## config.mk

```make
export PLATFORM = sky130hd
export DESIGN_NAME = switch_allocator_rr
export DESIGN_NICKNAME = d
export VERILOG_FILES = /design/src/rtl/sa_pkg.sv /design/src/rtl/rr_arbiter.sv /design/src/rtl/switch_allocator_rr.sv
export SDC_FILE = /design/constraint.sdc
export NUM_CORES = 1
export LEC_CHECK = 0
export ABC_CLOCK_PERIOD_IN_PS = 5170
export CELL_PAD_IN_SITES_DETAIL_PLACEMENT = 0
export CELL_PAD_IN_SITES_GLOBAL_PLACEMENT = 1
export CORE_MARGIN = 1.5
export CORE_UTILIZATION = 43
export CTS_BUF_LIST = sky130_fd_sc_hd__clkbuf_4 sky130_fd_sc_hd__clkbuf_8
export CTS_CLUSTER_SIZE = 25
export DETAILED_ROUTE_END_ITERATION = 6
export GPL_TIMING_DRIVEN = 1
export PLACE_DENSITY_LB_ADDON = 0.1
export SETUP_SLACK_MARGIN = 0.1
export SYNTH_ARGS = -nofsm -noshare
export SYNTH_HDL_FRONTEND = slang
export SYNTH_SLANG_ARGS = --single-unit
```

## constraint.sdc

```tcl
create_clock -name clk -period 5.17 [get_ports clk]
set_clock_uncertainty 0.15 [all_clocks]
set_input_delay 1.034 -clock clk [delete_from_list [all_inputs] [get_ports clk]]
set_output_delay 1.034 -clock clk [all_outputs]
set_load 0.02 [all_outputs]
```

## src/rtl/sa_pkg.sv

```systemverilog
// ----------------------------------------------------------------------------
// sa_pkg
// Shared constants and types for the mesh-router switch allocator.
//   - Port-index constants for a 2D mesh router (LOCAL, X+, X-, Y+, Y-).
//   - lock_t: per-output wormhole lock record (valid + owning input index).
//   - sel_stop(): crossbar select encoding that means "no source".
// ----------------------------------------------------------------------------
package sa_pkg;

    localparam int PORT_LOCAL = 0;
    localparam int PORT_XP    = 1;
    localparam int PORT_XM    = 2;
    localparam int PORT_YP    = 3;
    localparam int PORT_YM    = 4;

    // Wide enough for any practical router radix; the allocator only
    // ever stores indices below NUM_PORTS here.
    localparam int LOCK_IDX_W = 8;

    typedef struct packed {
        logic                  valid;
        logic [LOCK_IDX_W-1:0] idx;
    } lock_t;

    // The select value one past the last input index means "idle":
    // the crossbar drives nothing onto that output.
    function automatic int sel_stop(input int num_ports);
        return num_ports;
    endfunction

endpackage

```

## src/rtl/rr_arbiter.sv

```systemverilog
// ----------------------------------------------------------------------------
// rr_arbiter
// Combinational N-way round-robin pick: returns the first requester found
// searching circularly upward from ptr. The pointer itself lives in the
// parent so that lock and pointer updates stay together there.
// Ports:
//   req   in  N   request vector, one bit per input
//   ptr   in  PW  highest-priority index this cycle (must be < N)
//   found out 1   at least one request present
//   idx   out PW  index of the winning request (0 when found=0)
// ----------------------------------------------------------------------------
module rr_arbiter #(
    parameter int N  = 5,
    parameter int PW = $clog2(N)
) (
    input  logic [N-1:0]  req,
    input  logic [PW-1:0] ptr,
    output logic          found,
    output logic [PW-1:0] idx
);

    int cand;

    // Circular first-one search starting at ptr.
    always_comb begin
        found = 1'b0;
        idx   = '0;
        cand  = 0;
        for (int k = 0; k < N; k++) begin
            cand = int'(ptr) + k;
            if (cand >= N) begin
                cand = cand - N;
            end else begin
                cand = cand;
            end
            if (!found && req[cand]) begin
                found = 1'b1;
                idx   = PW'(cand);
            end else begin
                found = found;
            end
        end
    end

endmodule

```

## src/rtl/switch_allocator_rr.sv

```systemverilog
// ----------------------------------------------------------------------------
// switch_allocator_rr
// Wormhole switch allocator for one mesh router. Each output port runs an
// independent round-robin arbiter over the inputs whose head flit targets it.
// Once an output carries a non-tail flit it stays locked to that input until
// the tail crosses. Grants are combinational: a flit granted in a cycle is
// popped from its input buffer in that same cycle.
//
// Optional feature (macro SA_STARVE_GUARD_EN): per-input saturating wait
// counters; an input that has waited MAX_WAIT cycles wins the next unlocked
// arbitration on its output ahead of round-robin (lowest index among several).
//
// Ports:
//   clk        in   1                clock
//   rst        in   1                synchronous reset, active-high
//   in_valid   in   NUM_PORTS        input i has a flit at its buffer head
//   in_dst     in   NUM_PORTS*DST_W  destination output of input i (slice i)
//   in_tail    in   NUM_PORTS        head flit of input i is a tail
//   out_ready  in   NUM_PORTS        downstream of output o accepts a flit
//   in_grant   out  NUM_PORTS        pop input i this cycle
//   out_sel    out  NUM_PORTS*SEL_W  crossbar source for output o, or SEL_STOP
//   out_valid  out  NUM_PORTS        output o carries a flit this cycle
// ----------------------------------------------------------------------------
module switch_allocator_rr #(
    parameter int NUM_PORTS = 5,
    parameter int DST_W     = $clog2(NUM_PORTS),
    parameter int SEL_W     = $clog2(NUM_PORTS + 1),
    parameter int MAX_WAIT  = 15
) (
    input  logic                       clk,
    input  logic                       rst,
    input  logic [NUM_PORTS-1:0]       in_valid,
    input  logic [NUM_PORTS*DST_W-1:0] in_dst,
    input  logic [NUM_PORTS-1:0]       in_tail,
    input  logic [NUM_PORTS-1:0]       out_ready,
    output logic [NUM_PORTS-1:0]       in_grant,
    output logic [NUM_PORTS*SEL_W-1:0] out_sel,
    output logic [NUM_PORTS-1:0]       out_valid
);

    import sa_pkg::*;

    localparam logic [SEL_W-1:0] SEL_STOP_C = SEL_W'(sel_stop(NUM_PORTS));
    localparam logic [DST_W-1:0] LAST_IDX_C = DST_W'(NUM_PORTS - 1);

    logic [NUM_PORTS-1:0] req_s [NUM_PORTS];
    logic [NUM_PORTS-1:0] arb_found_s;
    logic [DST_W-1:0]     arb_idx_s [NUM_PORTS];
    logic [NUM_PORTS-1:0] xfer_s;
    logic [DST_W-1:0]     win_s [NUM_PORTS];
    logic [NUM_PORTS-1:0] starved_s;

    logic [DST_W-1:0]     ptr_r  [NUM_PORTS];
    lock_t                lock_r [NUM_PORTS];

    // Request matrix: an out-of-range destination matches no output.
    always_comb begin
        for (int o = 0; o < NUM_PORTS; o++) begin
            for (int i = 0; i < NUM_PORTS; i++) begin
                req_s[o][i] = in_valid[i] && (in_dst[i*DST_W +: DST_W] == DST_W'(o));
            end
        end
    end

    genvar g;
    generate
        for (g = 0; g < NUM_PORTS; g++) begin : g_arb
            rr_arbiter #(
                .N  (NUM_PORTS),
                .PW (DST_W)
            ) u_rr_arbiter (
                .req   (req_s[g]),
                .ptr   (ptr_r[g]),
                .found (arb_found_s[g]),
                .idx   (arb_idx_s[g])
            );
        end
    endgenerate

`ifdef SA_STARVE_GUARD_EN
    localparam int               WAIT_W     = $clog2(MAX_WAIT + 1);
    localparam logic [WAIT_W-1:0] WAIT_MAX_C = WAIT_W'(MAX_WAIT);

    logic [WAIT_W-1:0] wait_r [NUM_PORTS];

    // An input is starved once its wait counter has saturated.
    always_comb begin
        for (int i = 0; i < NUM_PORTS; i++) begin
            starved_s[i] = (wait_r[i] == WAIT_MAX_C);
        end
    end

    // Saturating wait counters: count while waiting, clear on grant.
    always_ff @(posedge clk) begin
        if (rst) begin
            for (int i = 0; i < NUM_PORTS; i++) begin
                wait_r[i] <= '0;
            end
        end else begin
            for (int i = 0; i < NUM_PORTS; i++) begin
                if (in_grant[i]) begin
                    wait_r[i] <= '0;
                end else if (in_valid[i] && (wait_r[i] != WAIT_MAX_C)) begin
                    wait_r[i] <= wait_r[i] + WAIT_W'(1);
                end else begin
                    wait_r[i] <= wait_r[i];
                end
            end
        end
    end
`else
    // Pure round-robin build: nobody is ever starved.
    assign starved_s = '0;
`endif

    logic             starve_hit_s;
    logic [DST_W-1:0] starve_idx_s;
    logic [DST_W-1:0] lock_idx_s;

    // Per-output winner selection: lock owner, then starved input, then RR.
    always_comb begin
        starve_hit_s = 1'b0;
        starve_idx_s = '0;
        lock_idx_s   = '0;
        for (int o = 0; o < NUM_PORTS; o++) begin
            xfer_s[o]    = 1'b0;
            win_s[o]     = '0;
            starve_hit_s = 1'b0;
            starve_idx_s = '0;
            // Descending scan so the lowest starved index is left standing.
            for (int i = NUM_PORTS - 1; i >= 0; i--) begin
                if (req_s[o][i] && starved_s[i]) begin
                    starve_hit_s = 1'b1;
                    starve_idx_s = DST_W'(i);
                end else begin
                    starve_hit_s = starve_hit_s;
                end
            end
            lock_idx_s = DST_W'(lock_r[o].idx);
            if (lock_r[o].valid) begin
                // Locked: only the owner may move, otherwise the output idles.
                win_s[o]  = lock_idx_s;
                xfer_s[o] = req_s[o][lock_idx_s] && out_ready[o];
            end else if (starve_hit_s) begin
                win_s[o]  = starve_idx_s;
                xfer_s[o] = out_ready[o];
            end else begin
                win_s[o]  = arb_idx_s[o];
                xfer_s[o] = arb_found_s[o] && out_ready[o];
            end
        end
    end

    // Drive grants and crossbar selects; reset forces the idle pattern.
    always_comb begin
        in_grant  = '0;
        out_valid = '0;
        out_sel   = {NUM_PORTS{SEL_STOP_C}};
        if (rst) begin
            in_grant = '0;
        end else begin
            for (int o = 0; o < NUM_PORTS; o++) begin
                if (xfer_s[o]) begin
                    in_grant[win_s[o]]           = 1'b1;
                    out_valid[o]                 = 1'b1;
                    out_sel[o*SEL_W +: SEL_W]    = SEL_W'(win_s[o]);
                end else begin
                    out_valid[o] = 1'b0;
                end
            end
        end
    end

    // Lock and pointer update: non-tail takes the lock, tail releases it
    // and moves priority past the winner. A stalled winner keeps priority.
    always_ff @(posedge clk) begin
        if (rst) begin
            for (int o = 0; o < NUM_PORTS; o++) begin
                ptr_r[o]  <= '0;
                lock_r[o] <= '0;
            end
        end else begin
            for (int o = 0; o < NUM_PORTS; o++) begin
                if (xfer_s[o]) begin
                    if (in_tail[win_s[o]]) begin
                        lock_r[o] <= '0;
                        ptr_r[o]  <= (win_s[o] == LAST_IDX_C) ? '0 : (win_s[o] + DST_W'(1));
                    end else begin
                        lock_r[o].valid <= 1'b1;
                        lock_r[o].idx   <= LOCK_IDX_W'(win_s[o]);
                    end
                end else begin
                    lock_r[o] <= lock_r[o];
                    ptr_r[o]  <= ptr_r[o];
                end
            end
        end
    end

endmodule

```

# ---- Yosys cells after proc, flatten, opt, wreduce, memory -nomap -nowiden
# Memories as Yosys holds them, arrays and structs flattened.
# Index checks and enable logic that the tools add are counted.
dict set report word_totals {
  ff_bits 0
  ramBits 60
  in_bits 32
  word_cells 575
  memories 2
}
dict set report op_classes {
  addsub 50
  order_cmp 65
  n_eq_ne 25
  mux 309
  bitwise 39
  reduce_logical 85
}
# memory depth width rd rd_clocked_by_memory_dff write_ports line_no
set mem_list {}
lappend mem_list {lock_r 5 9 5 0 5 switch_allocator_rr.sv:54} ;# lock_t lock_r [NUM_PORTS];
lappend mem_list {ptr_r 5 3 5 0 5 switch_allocator_rr.sv:53} ;# logic [DST_W-1:0] ptr_r [NUM_PORTS];
# cell count
set ops {}
lappend ops {{less-than comparator 32 x 5 -> 1 bit, second input constant} 25}
lappend ops {{two-way mux 32 bit} 25}
lappend ops {{greater-or-equal comparator 32 x 4 -> 1 bit, second input constant} 20}
lappend ops {{subtractor 32 x 4 -> 32 bit, second input constant} 20}
lappend ops {{two-way mux 1 bit} 167}
lappend ops {{two-way mux 3 bit} 50}
lappend ops {{binary-select mux 1 bit (select 3 bit)} 35}
lappend ops {{two-way mux 8 bit} 10}
lappend ops {{logical AND 1 bit} 60}
lappend ops {{two-way mux 5 bit} 11}
lappend ops {{two-way mux 9 bit} 5}
lappend ops {{adder 3 x 2 -> 4 bit, second input constant} 10}
lappend ops {{less-than comparator 3 x 4 -> 1 bit, second input constant} 10}
lappend ops {{OR 1 bit} 35}
lappend ops {{equality test 3 x 2 -> 1 bit, second input constant} 10}
lappend ops {{equality test 3 bit, second input constant} 10}
lappend ops {{adder 3 x 1 -> 4 bit, second input constant} 5}
lappend ops {{adder 3 x 3 -> 4 bit, second input constant} 5}
lappend ops {{logical NOT 1 bit} 20}
lappend ops {{OR 5 bit} 4}
lappend ops {{subtractor 3 x 3 -> 4 bit, second input constant} 5}
lappend ops {{adder 3 x 1 -> 3 bit, second input constant} 5}
lappend ops {{demux 1 bit (select 3 bit)} 5}
lappend ops {{equality test 3 x 1 -> 1 bit, second input constant} 5}
lappend ops {{other kinds (4)} 16}

# ---- Depth between registers and ports, before layout
# An unclocked memory read counts as a cell.
dict set report logic_depth {
  ltp_word 38
  mapped_depth 19
  depth_no_buf 17
}

# ---- By module
# From an unflattened synthesis, not the netlist that was laid out.
dict set report hier_totals {
  hier_cells 1027
  hier_area_um2 8632.0
}
# mod n_inst cells_each area_per_inst_um2 seq_area_each_um2
set modules_own_cells {}
lappend modules_own_cells {rr_arbiter 5 139 1102.3 0.0}
lappend modules_own_cells {switch_allocator_rr 1 332 3120.5 1051.0}

# ---- Worst setup path after synthesis
# OpenSTA, ideal clock, no wires.
dict set report synth_timing {
  path_type {reg2reg}
  startpoint {mem ptr_r[4][0] (netlist name)}
  endpoint {mem ptr_r[1][0] (netlist name), enable pin}
  setup_ns 0.354
  arrival_ns 5.232
  t_required_ns 4.666
  path_slack_ns -0.566
  stages_incl_launch_ff 20
  n_path_buf 3
  period_less_slack_ns 5.736
  cell_sequence {edfxtp_1 buf_6 clkbuf_8 inv_1 ha_1 inv_1 fa_1 o21ba_2 or3_1 a222oi_1 a21oi_2 and2b_1 o31a_1 a221oi_4 mux2_1 o21a_1 a2111o_1 or4_1 buf_2 a211oi_1}
}
# item line_no
set synth_rtl {}
lappend synth_rtl {{start, declared} switch_allocator_rr.sv:53}

==> impl_metrics.tcl <==
set metrics [dict create \
    synth-edff-count 35 \
    slew_headroom_pct 56.43 \
    syn_avg_cell_area_um2 7.961 \
    drive_gt1_share_pct 48.18 \
    synth_cell_types 126 \
    overflow 0 \
    crit_required_ns 4.98 \
    fin_crit_sh_pct 104.7 \
    async_reset_ff_share_pct 0 \
    rsz0062_at_grt "yes" \
    max_freq_mhz 184.7 \
    multi_input_area_mm2 0.007950 \
    hold_slack_ns 0.8375 \
    use_met1_pct 42.95 \
    met3_usage_pct 2.666 \
    synth_area_mm2 0.008224 \
    use_met2_pct 46.03 \
    max_cap_violations 0 \
    routed_via_density 5.940 \
    finalWeightedCongestion 0.9469 \
    setup_violations 28 \
    path_buf_inv 4 \
    final_cell_mix "361 x buf_4, 74 x nor2_1, 66 x nand2_1" \
    final_common_cell "buf_4" \
    nets 1544 \
    die_w_um 141.3 \
    grt.total_usage_pct 29.34 \
    hold_violations 0 \
    violations "setup timing" \
    ios 57 \
    tightest_slew_ns 0.6514 \
    fin_util_pct 70.77 \
    fillCellCount 1468 \
    post-route-min-period_ns 5.414 \
    ys_warn_count 0 \
    pre_cts_ws_ns -1.060 \
    worst_setup_path_end_kind "flop" \
    postRouteAntennaNets 0 \
    syn_to_final_growth_pct 60.96 \
    path_common_cell "buf_6" \
    outcome "finished, violations left" \
    hold_class "flop to flop" \
    crit_chain "inv_8 > ha_4 > inv_2 > fa_2 > o21ba_4 > or3_4 > a222oi_1 > a21oi_2 > and2b_1 > o31a_1 > a221oi_4 > buf_6 > mux2_4 > o21a_1 > a2111o_1 > or4_4 > buf_6 > a211oi_4" \
    crit-reg2reg-launch "ptr_r[4][0]$_SDFFCE_PP0P_" \
    drt_iter0_markers 814 \
    cts_buffers 5 \
    port_buffers 56 \
    cts_sinks 35 \
    startpoint_type "flop" \
    grt_pass1_wl_um 47310 \
    clkTransAtPathRegs_ns 0.07 \
    cts_root_buffer "clkbuf_8" \
    finalMaxSlewViolations 0 \
    drc_errors 0 \
    crit_type "flop to flop" \
    synthesis.nets 1122 \
    drt-wirelength-per-cell_um 18.70 \
    dp_hpwl_um 23960 \
    die_height_um 141.3 \
    synthCells 1033 \
    crit_start "ptr_r[4][0]$_SDFFCE_PP0P_" \
    clkLatencyLatePin_ns 0.28 \
    slowest_delay_ns 0.52 \
    antenna_cells 0 \
    cp_top_family "compound AO/OA/AOI/OAI gates" \
    antenna_found_initial 0 \
    regArea_mm2 0.001051 \
    h-tree-depth 2 \
    top_usage_layer "met2" \
    crit_end "ptr_r[1][2]$_SDFFCE_PP0P_" \
    clk_path_buf_depth 2 \
    first_global_vias 9245 \
    critPathMaxFanout 3 \
    synth-main-ff-cell "edfxtp_1" \
    r2r_end "ptr_r[1][2]$_SDFFCE_PP0P_" \
    rr_worst_depth 18 \
    cp_num_cells 18 \
    core_area_mm2 0.01871 \
    die-area_mm2 0.01996 \
    grt_max_degree 18 \
    cts_tree "built" \
    dr_total_vias 10030 \
    cp_data_arrival_time_ns 5.23 \
    yosysSeqAreaShare_pct 12.78 \
    initial_utilization_pct 43.97 \
    worst-r2r-setup-slack_ns -0.24 \
    num_rows 50 \
    cpMaxStageDelayCell "edfxtp_1" \
    ys_ff_latch 35 \
    fin_ws_ns -0.2441 \
    drtPass1Iterations 5 \
    wirelength_um 31580 \
]
-- kinds of logic after synthesis --
logic type,Yosys count,share of synthesized area (%)
compound gates,325,30.49
xor+xnor,28,3.073
fa+ha+maj,57,9.128
buf+inv,108,5.888
flops,35,12.78
mux,49,6.877
simple gates,431,31.77
-- routing by layer --
metal / routed length [um] / vias to the layer above
met3: 1536 / 47
met5: 0 / -
met2: 14490 / 293
met4: 648 / 0
li1: - / 4845
met1: 14900 / 4848
-- sequential cells by signal, summed over array words and instances (netlist names) --
name,flops
ptr_r,15
lock_r,20
-- area by class of cell --
type	count	area share (%)
Clock inverter	2	0.06616
Tap cell	234	2.212
Multi-Input combinational cell	890	60.06
Sequential cell	35	7.940
Inverter	70	2.042
Clock buffer	5	0.5198
Timing Repair Buffer	453	27.16
-- worst min-delay path, cell delays in order, from the launching register on --
cell	delay, ns
edfxtp_1	0.43
a221oi_4	0.10
buf_4	0.17
inv_1	0.07
nor4b_1	0.05
-- synth_stat cells, types with 26 or more instances --
master	count	share of area (%)
a21oi_1	63	3.8
edfxtp_1	35	13
ha_1	52	7.9
inv_1	67	3.1
mux2i_1	36	4.4
nand2_1	71	3.2
nand2b_1	29	2.2
nand3_1	27	1.6
nor2_1	85	3.9
nor3_1	32	1.9
o21ai_0	39	2.4
xnor2_1	26	2.8
-- stage by stage --
stage / area, um^2 / std cells / setup TNS [ns]
floorplan: 8305 / 1033 / -0.7205
global placement: 11450 / 1621 / -22.52
detailed placement: 11450 / 1621 / -23.47
CTS: 12210 / 1654 / -2.521
global route: 13240 / 1689 / -6.741
finish: 13240 / 1689 / -3.442
-- how the worst min path moves through the flow --
stage	startpoint	to	slack, ns	depth (start not counted)
3_3_place_gp	lock_r[4][0]$_SDFFCE_PN0P_	lock_r[4][0]$_SDFFCE_PN0P_	0.75	3
2_1_floorplan	lock_r[4][0]$_SDFFCE_PN0P_	lock_r[4][0]$_SDFFCE_PN0P_	0.56	2
5_1_grt	lock_r[1][0]$_SDFFCE_PN0P_	ptr_r[1][0]$_SDFFCE_PP0P_	0.90	4
4_1_cts	lock_r[1][0]$_SDFFCE_PN0P_	ptr_r[1][0]$_SDFFCE_PP0P_	0.85	4
6_report	lock_r[1][0]$_SDFFCE_PN0P_	ptr_r[1][0]$_SDFFCE_PP0P_	0.84	4
3_5_place_dp	lock_r[4][0]$_SDFFCE_PN0P_	lock_r[4][0]$_SDFFCE_PN0P_	0.78	3
-- repair_timing --
action                     4_1_cts  5_1_grt
setup endpoints to repair       46       46
pin swaps                       33       50
hold buffers                     0        0
gates resized for setup        209      218
buffers inserted                26       40
Power is left out: the tool's default activity adds up to more than one toggle a clock period on the data nets, which glitch-free logic cannot reach.
